<file path="src/rtl/mos6502_ucode_pkg.sv">
// ============================================================================
// Module      : mos6502_ucode_pkg
// Description : Shared types and constants for the 6502 microcode sequencer.
// Revision    : 1.0  initial release
// ============================================================================
`default_nettype none

package mos6502_ucode_pkg;

    // Sequencer phase: opcode fetch, decode/interrupt injection, microcode walk
    typedef enum logic [1:0] {
        FETCH  = 2'd0,
        DECODE = 2'd1,
        EXEC   = 2'd2
    } seq_state_t;

    // Source of the instruction currently executing
    typedef enum logic [1:0] {
        INT_NONE = 2'b00,
        INT_IRQ  = 2'b01,
        INT_NMI  = 2'b10,
        INT_RST  = 2'b11
    } int_type_t;

    // Opcode substituted when an interrupt or reset is injected
    localparam logic [7:0] BRK_OPCODE = 8'h00;

endpackage

`default_nettype wire

</file>
<file path="src/rtl/mos6502_int_latch.sv">
// ============================================================================
// Module      : mos6502_int_latch
// Description : NMI falling-edge detector, pending reset/NMI flags and
//               RESET > NMI > IRQ priority resolution for the sequencer.
// Revision    : 1.0  initial release
// ============================================================================
`default_nettype none

module mos6502_int_latch
    import mos6502_ucode_pkg::*;
(
    input  logic      clk,
    input  logic      rst,
    input  logic      nmi_n,
    input  logic      irq_n,
    input  logic      i_flag,
    input  logic      service,
    output int_type_t sel_type
);

    logic r_nmi_prev;
    logic r_nmi_pend;
    logic r_rst_pend;
    logic w_nmi_edge;

    assign w_nmi_edge = r_nmi_prev & ~nmi_n;

    // Sample NMI every edge (even while stalled); clear flags when serviced.
    // A fresh edge arriving on the servicing edge survives for the next DECODE.
    always_ff @(negedge clk or negedge rst) begin
        if (!rst) begin
            r_nmi_prev <= 1'b1;
            r_nmi_pend <= 1'b0;
            r_rst_pend <= 1'b1;
        end else begin
            r_nmi_prev <= nmi_n;
            r_nmi_pend <= (r_nmi_pend & ~(service && sel_type == INT_NMI)) | w_nmi_edge;
            if (service && sel_type == INT_RST) begin
                r_rst_pend <= 1'b0;
            end
        end
    end

    // Priority resolve from registered flags only, so a same-edge NMI waits
    always_comb begin
        sel_type = INT_NONE;
        if (r_rst_pend) begin
            sel_type = INT_RST;
        end else if (r_nmi_pend) begin
            sel_type = INT_NMI;
        end else if (!irq_n && !i_flag) begin
            sel_type = INT_IRQ;
        end
    end

endmodule

`default_nettype wire

</file>
<file path="src/rtl/mos6502_ucode_seq.sv">
// ============================================================================
// Module      : mos6502_ucode_seq
// Description : Parametrised FETCH/DECODE/EXEC microcode sequencer driving
//               registered control lines; interrupt injection, rdy stall
//               on read cycles and sticky step-overflow detection.
//               Optional set-overflow pin support under MOS6502_SO_EN.
// Revision    : 1.0  initial release
// ============================================================================
`default_nettype none

module mos6502_ucode_seq
    import mos6502_ucode_pkg::*;
#(
    parameter int                CTRL_W     = 16,
    parameter int                STEP_W     = 3,
    parameter int                MAX_STEPS  = 7,
    parameter logic [CTRL_W-1:0] FETCH_CTRL = CTRL_W'(16'h0006)
) (
    input  logic                  clk,
    input  logic                  rst,
    input  logic [7:0]            insn,
    input  logic                  rdy,
    input  logic                  nmi_n,
    input  logic                  irq_n,
    input  logic                  i_flag,
    input  logic [CTRL_W-1:0]     ucode_ctrl,
    input  logic                  ucode_rw,
    input  logic                  ucode_last,
    output logic [8+STEP_W-1:0]   uaddr,
    output logic [CTRL_W-1:0]     ctrl,
    output logic                  rw,
    output logic                  sync,
    output logic [1:0]            int_type,
`ifdef MOS6502_SO_EN
    input  logic                  so_n,
    output logic                  so_pulse,
`endif
    output logic                  ucode_err
);

    seq_state_t        r_state,  w_state_nxt;
    logic [STEP_W-1:0] r_step,   w_step_nxt;
    logic [7:0]        r_opcode, w_opcode_nxt;
    logic [CTRL_W-1:0] r_ctrl,   w_ctrl_nxt;
    logic              r_rw,     w_rw_nxt;
    logic              r_sync,   w_sync_nxt;
    int_type_t         r_int,    w_int_nxt;
    logic              r_err,    w_err_nxt;
    logic              w_stall;
    logic              w_service;
    int_type_t         w_sel;

    // A read cycle with rdy low freezes the whole sequencer
    assign w_stall = ~rdy & ~r_rw;

    assign uaddr     = {r_opcode, r_step};
    assign ctrl      = r_ctrl;
    assign rw        = r_rw;
    assign sync      = r_sync;
    assign int_type  = r_int;
    assign ucode_err = r_err;

    mos6502_int_latch u_int_latch (
        .clk      (clk),
        .rst      (rst),
        .nmi_n    (nmi_n),
        .irq_n    (irq_n),
        .i_flag   (i_flag),
        .service  (w_service),
        .sel_type (w_sel)
    );

    // State and registered bus outputs, updated on the falling edge
    always_ff @(negedge clk or negedge rst) begin
        if (!rst) begin
            r_state  <= FETCH;
            r_step   <= '0;
            r_opcode <= 8'h00;
            r_ctrl   <= '0;
            r_rw     <= 1'b0;
            r_sync   <= 1'b0;
            r_int    <= INT_NONE;
            r_err    <= 1'b0;
        end else begin
            r_state  <= w_state_nxt;
            r_step   <= w_step_nxt;
            r_opcode <= w_opcode_nxt;
            r_ctrl   <= w_ctrl_nxt;
            r_rw     <= w_rw_nxt;
            r_sync   <= w_sync_nxt;
            r_int    <= w_int_nxt;
            r_err    <= w_err_nxt;
        end
    end

    // Next-state and next-output decode; everything holds while stalled
    always_comb begin
        w_state_nxt  = r_state;
        w_step_nxt   = r_step;
        w_opcode_nxt = r_opcode;
        w_ctrl_nxt   = r_ctrl;
        w_rw_nxt     = r_rw;
        w_sync_nxt   = r_sync;
        w_int_nxt    = r_int;
        w_err_nxt    = r_err;
        w_service    = 1'b0;
        if (!w_stall) begin
            case (r_state)
                FETCH: begin
                    w_ctrl_nxt  = FETCH_CTRL;
                    w_rw_nxt    = 1'b0;
                    w_sync_nxt  = 1'b1;
                    w_state_nxt = DECODE;
                end
                DECODE: begin
                    w_service    = 1'b1;
                    w_int_nxt    = w_sel;
                    w_opcode_nxt = (w_sel != INT_NONE) ? BRK_OPCODE : insn;
                    w_step_nxt   = '0;
                    w_ctrl_nxt   = '0;
                    w_rw_nxt     = 1'b0;
                    w_sync_nxt   = 1'b0;
                    w_state_nxt  = EXEC;
                end
                EXEC: begin
                    w_ctrl_nxt = ucode_ctrl;
                    w_rw_nxt   = ucode_rw;
                    w_sync_nxt = 1'b0;
                    if (ucode_last) begin
                        w_state_nxt = FETCH;
                        w_step_nxt  = '0;
                        w_int_nxt   = INT_NONE;
                    end else if (r_step == STEP_W'(MAX_STEPS)) begin
                        w_err_nxt   = 1'b1;
                        w_state_nxt = FETCH;
                        w_step_nxt  = '0;
                    end else begin
                        w_step_nxt = r_step + STEP_W'(1);
                    end
                end
                default: begin
                    w_state_nxt = FETCH;
                end
            endcase
        end
    end

`ifdef MOS6502_SO_EN
    logic r_so_prev;

    // One-cycle pulse on each so_n falling edge, regardless of state or rdy
    always_ff @(negedge clk or negedge rst) begin
        if (!rst) begin
            r_so_prev <= 1'b1;
            so_pulse  <= 1'b0;
        end else begin
            r_so_prev <= so_n;
            so_pulse  <= r_so_prev & ~so_n;
        end
    end
`endif

endmodule

`default_nettype wire
</file>
<file path="config.mk">
export PLATFORM = sky130hd
export DESIGN_NAME = mos6502_ucode_seq
export DESIGN_NICKNAME = d
export VERILOG_FILES = /design/src/rtl/mos6502_ucode_pkg.sv /design/src/rtl/mos6502_int_latch.sv /design/src/rtl/mos6502_ucode_seq.sv
export SDC_FILE = /design/constraint.sdc
export NUM_CORES = 1
export LEC_CHECK = 0
export BUFFER_PORTS_ARGS = -buffer_cell sky130_fd_sc_hd__buf_2
export CORE_MARGIN = 8
export CORE_UTILIZATION = 42
export DETAILED_ROUTE_END_ITERATION = 16
export PLACE_DENSITY = 0.74
export SETUP_SLACK_MARGIN = 0.3
export SYNTH_ARGS = -nofsm -noshare
export SYNTH_HDL_FRONTEND = slang
export SYNTH_SLANG_ARGS = --single-unit
export TNS_END_PERCENT = 5
</file>
<file path="constraint.sdc">
create_clock -name clk -period 1.7 [get_ports clk]
set_clock_uncertainty 0.2 [all_clocks]
set_input_delay 0.34 -clock clk [delete_from_list [all_inputs] [get_ports clk]]
set_output_delay 0.34 -clock clk [all_outputs]
set_load 0.02 [all_outputs]
</file>
==> impl_summary.log <==
[metrics] startpoint type of the worst setup path: flop
[metrics] slowest CP cell: dfrtn_1
[metrics] critical path startpoint: r_step[2]
[metrics] hold buffers post-CTS: 0
[metrics] launch point of the worst hold path: ucode_err
[metrics] initial antenna violation count: 0
[metrics] layout overhead on the synthesized area: 58.0%
[metrics] buffer cell driving the clock tree root: clkbuf_8
[metrics] number of fillers in the final layout: 299
[metrics] internal power: 2.42 mW
[metrics] setup slack, reg-to-reg: -0.11 ns
[metrics] type of the worst setup path: flop to output pin
[metrics] area of the placeable core: 3610 µm²
[metrics] share of power burned in registers: 36.0%
[metrics] switching component of the power: 1.47 mW
[metrics] Syn Std Cell Area: 1550 µm²
[metrics] measured slew at the worst slew-check pin: about 0.47 ns
[metrics] commonest non-fill, non-tap cell in the layout: nand2_1
[metrics] vias: ~1300
[metrics] number of endpoints with negative hold slack in the final report: 0
[metrics] final wirelength: 4040 µm
[metrics] switching part of the total: 37.8%
[metrics] CP required: 1.16 ns
[metrics] number of instances in the synthesized netlist: 147
[metrics] status: finished with violations
[metrics] hold path endpoint: ucode_err
[metrics] estimated wirelength of the detail-placed design: just over 3000 µm
[metrics] buffers inserted during post-CTS setup optimization: 0
[metrics] worst r2r dst: r_state[1]
[metrics] hold path cells: 1
[metrics] top-area cell type share of the netlist area: 56.5%
[metrics] flops & latches, synth: 37
[metrics] number of buffers added on ports: 63
[metrics] category of cells accounting for the largest share of critical-path delay: flip-flops
[metrics] Avg Cell Area, Syn: 10.6 µm²
[metrics] total overflow reported by the global router: 0
[metrics] number of buffers between clock root and the deepest sink: 2
[metrics] Vias/cell: 4.76
[metrics] Worst-Skew Late Latency: 0.34 ns
[metrics] count of distinct cell types in the synthesized netlist: 23
[metrics] number of detailed-route iterations in the first pass: 4
[metrics] violated checks: negative setup slack
[metrics] die width: 76.8 µm
[metrics] global-route wire length before repair: 6880 µm
[metrics] final estimated routing congestion in global placement: around 0.83
[metrics] clock transition at the registers of the reported paths: 0.05 ns
[metrics] max-capacitance violation count: 0
[metrics] largest net degree at the start of global routing: 35
[metrics] Initial Util: 43.0%
[metrics] CP Buf/Inv Count: 1
[metrics] DRT iter0 DRCs: 39
[metrics] commonest cells after routing, fill and taps aside: 37 x nand2_1, 35 x dfrtn_1, 35 x buf_6, 29 x buf_2, 20 x o21ai_1
[metrics] power density over the cells: between 1500 and 2000 nW/µm²
[metrics] top-level port count: 64
[metrics] Setup crit end kind: output pin
[metrics] CTS H-tree depth: 2
[metrics] RSZ-0062 raised after global routing: true
[metrics] number of failing setup endpoints in the final timing report: between 60 and 70
[metrics] worst-case setup margin in the final layout: -0.575 ns
[metrics] final layout net count: 270
[metrics] worst hold path type: flop to flop
[metrics] largest incremental delay on the critical path: 0.45 ns
[metrics] clock group share of total power: 15.5%
[metrics] Inserted Diodes: 0
[metrics] ratio of cells with drive above 1 in the final layout: a little under half
[metrics] cell taking the most area after synthesis: dfrtn_1
[metrics] TritonCTS Buffers: 5
[metrics] height of the chip: 76.8 µm
[metrics] crit path cell chain: buf_6
[metrics] Synth warnings: 0
[metrics] global-route total usage across every layer: 14.0%
[metrics] largest vdd supply drop: 0.000968 V
[metrics] total count of max-transition violations in the final report: 0
[metrics] leakage dissipation: 1.22 nW
[metrics] Die Footprint: 5900 µm²
[metrics] Slew headroom: 68.4%
[metrics] share of synthesized area occupied by flip-flops and latches: about three fifths
[metrics] combinational share of power: 48.6%
[metrics] Post-DP Area: 2100 µm²
[metrics] critical path peak fanout: 2
[metrics] Core Util, Final: between 60% and 70%
[metrics] Finished Cell Area: 2450 µm²
[metrics] number of routed nets with antenna violations: 0
[metrics] total number of clock tree sinks: 37
[metrics] CTS tree: built
[metrics] reg-to-reg startpoint: r_step[0]
[metrics] vias in the first global route: roughly 1500
[metrics] standard-cell row count: 22
[metrics] top post-synthesis cells by area: dfrtn_1 56%, nand2_1 9.4%, o21ai_0 7.7%
[metrics] worst endpoint data arrival time: 1.73 ns
[metrics] number of nets in the synthesized netlist: between 150 and 200
[metrics] detail-routed net length per standard cell: 14.4 µm
[metrics] R2R cell count: 6
[metrics] DRC violations left: 0
[flip-flops by register name, indices dropped and copies added (netlist names)]
| name | cells |
|---|---|
| ctrl | 16 |
| r_opcode | 8 |
| r_step | 3 |
| int_type | 2 |
| r_state | 2 |
| rw | 1 |
| sync | 1 |
| u_int_latch.r_nmi_pend | 1 |
| u_int_latch.r_nmi_prev | 1 |
| u_int_latch.r_rst_pend | 1 |
| ucode_err | 1 |
[worst reg2reg max path: cells and delay by family, from the launching register on]
family / cells / cell delay, ns
flip-flops: 1 / 0.43
buffers and inverters: 2 / 0.20
multiplexers: 1 / 0.32
adder cells (fa/ha/maj): 2 / 0.31
AO/OA/AOI/OAI: 1 / 0.18
[cell type report]
class                      instances  area [µm²]  share of cell area, %
clock buffer                       5        68.8                   2.81
clock inverter                     5        23.8                  0.970
inverter                           4        15.0                  0.613
multi-input combinational         99         636                   25.9
sequential                        37         928                   37.9
tap                               48        60.1                   2.45
timing repair buffer              83         719                   29.4
[what timing repair did]
| item | 4_1_cts | 5_1_grt |
|---|---|---|
| setup endpoints to repair | 68 | 68 |
| resized for setup | 93 | 9 |
| endpoints found under the hold margin | 0 | 0 |
| pin swaps | 6 | 5 |
| cloned | 0 | 0 |
[power groups by stage]
stage | clock, mW | combinational (mW) | sequential, mW
3_3_place_gp | 0.0110 | 1.50 | 1.34
3_5_place_dp | 0.0110 | 1.54 | 1.35
5_1_grt | 0.665 | 2.05 | 1.44
4_1_cts | 0.617 | 1.89 | 1.40
2_1_floorplan | 0.0110 | 0.563 | 1.66
6_report | 0.603 | 1.89 | 1.40
[logic make-up after synthesis]
logic type	share of synthesized area [%]
AOI/OAI and AO/OA	17.0
adders and majority gates	4.84
buffers and inverters	3.06
DFF	59.8
muxes	1.45
and+or+nand+nor	13.8
[layer usage]
layer	up-vias	wire length, µm	share of wire (%)	track usage [%]
met5	-	0	0	0
met4	0	40	0.99	4.04
met3	5	357	8.8	6.64
met2	55	1850	46	23.0
met1	611	1800	44	15.6
li1	667	-	-	-
[metrics by stage]
step	std cells	power, mW	setup WS [ns]	setup TNS [ns]	hold WS, ns
6_report	281	3.90	-0.575	-21.50	0.257
3_3_place_gp	272	2.85	-0.632	-25.59	0.222
5_1_grt	281	4.16	-0.600	-23.90	0.282
4_1_cts	281	3.91	-0.579	-22.91	0.261
2_1_floorplan	147	2.23	-0.548	-17.99	0.295
3_5_place_dp	272	2.90	-0.652	-26.35	0.228
[how the worst max path moves through the flow]
| stage | depth (start not counted) | slack, ns | endpoint |
|---|---|---|---|
| floorplan | 3 | -0.55 | r_state[0] |
| global placement | 4 | -0.63 | r_state[0] |
| detailed placement | 4 | -0.65 | r_state[0] |
| CTS | 1 | -0.58 | int_type[1] |
| global route | 1 | -0.60 | uaddr[2] |
| finish | 1 | -0.57 | uaddr[2] |
[cells in the mapped netlist (all sizes together)]
master	count
a21o	1
a21oi	3
a22o	8
and2	1
and2b	1
buf	5
clkbuf	1
dfrtn	35
dfstp	2
ha	6
inv	5
mux2	2
nand2	39
nor2	5
nor3	1
nor4	1
nor4b	1
o21ai	25
o21bai	2
o311ai	1
o31ai	2
Power figures use the tool's default switching activity.
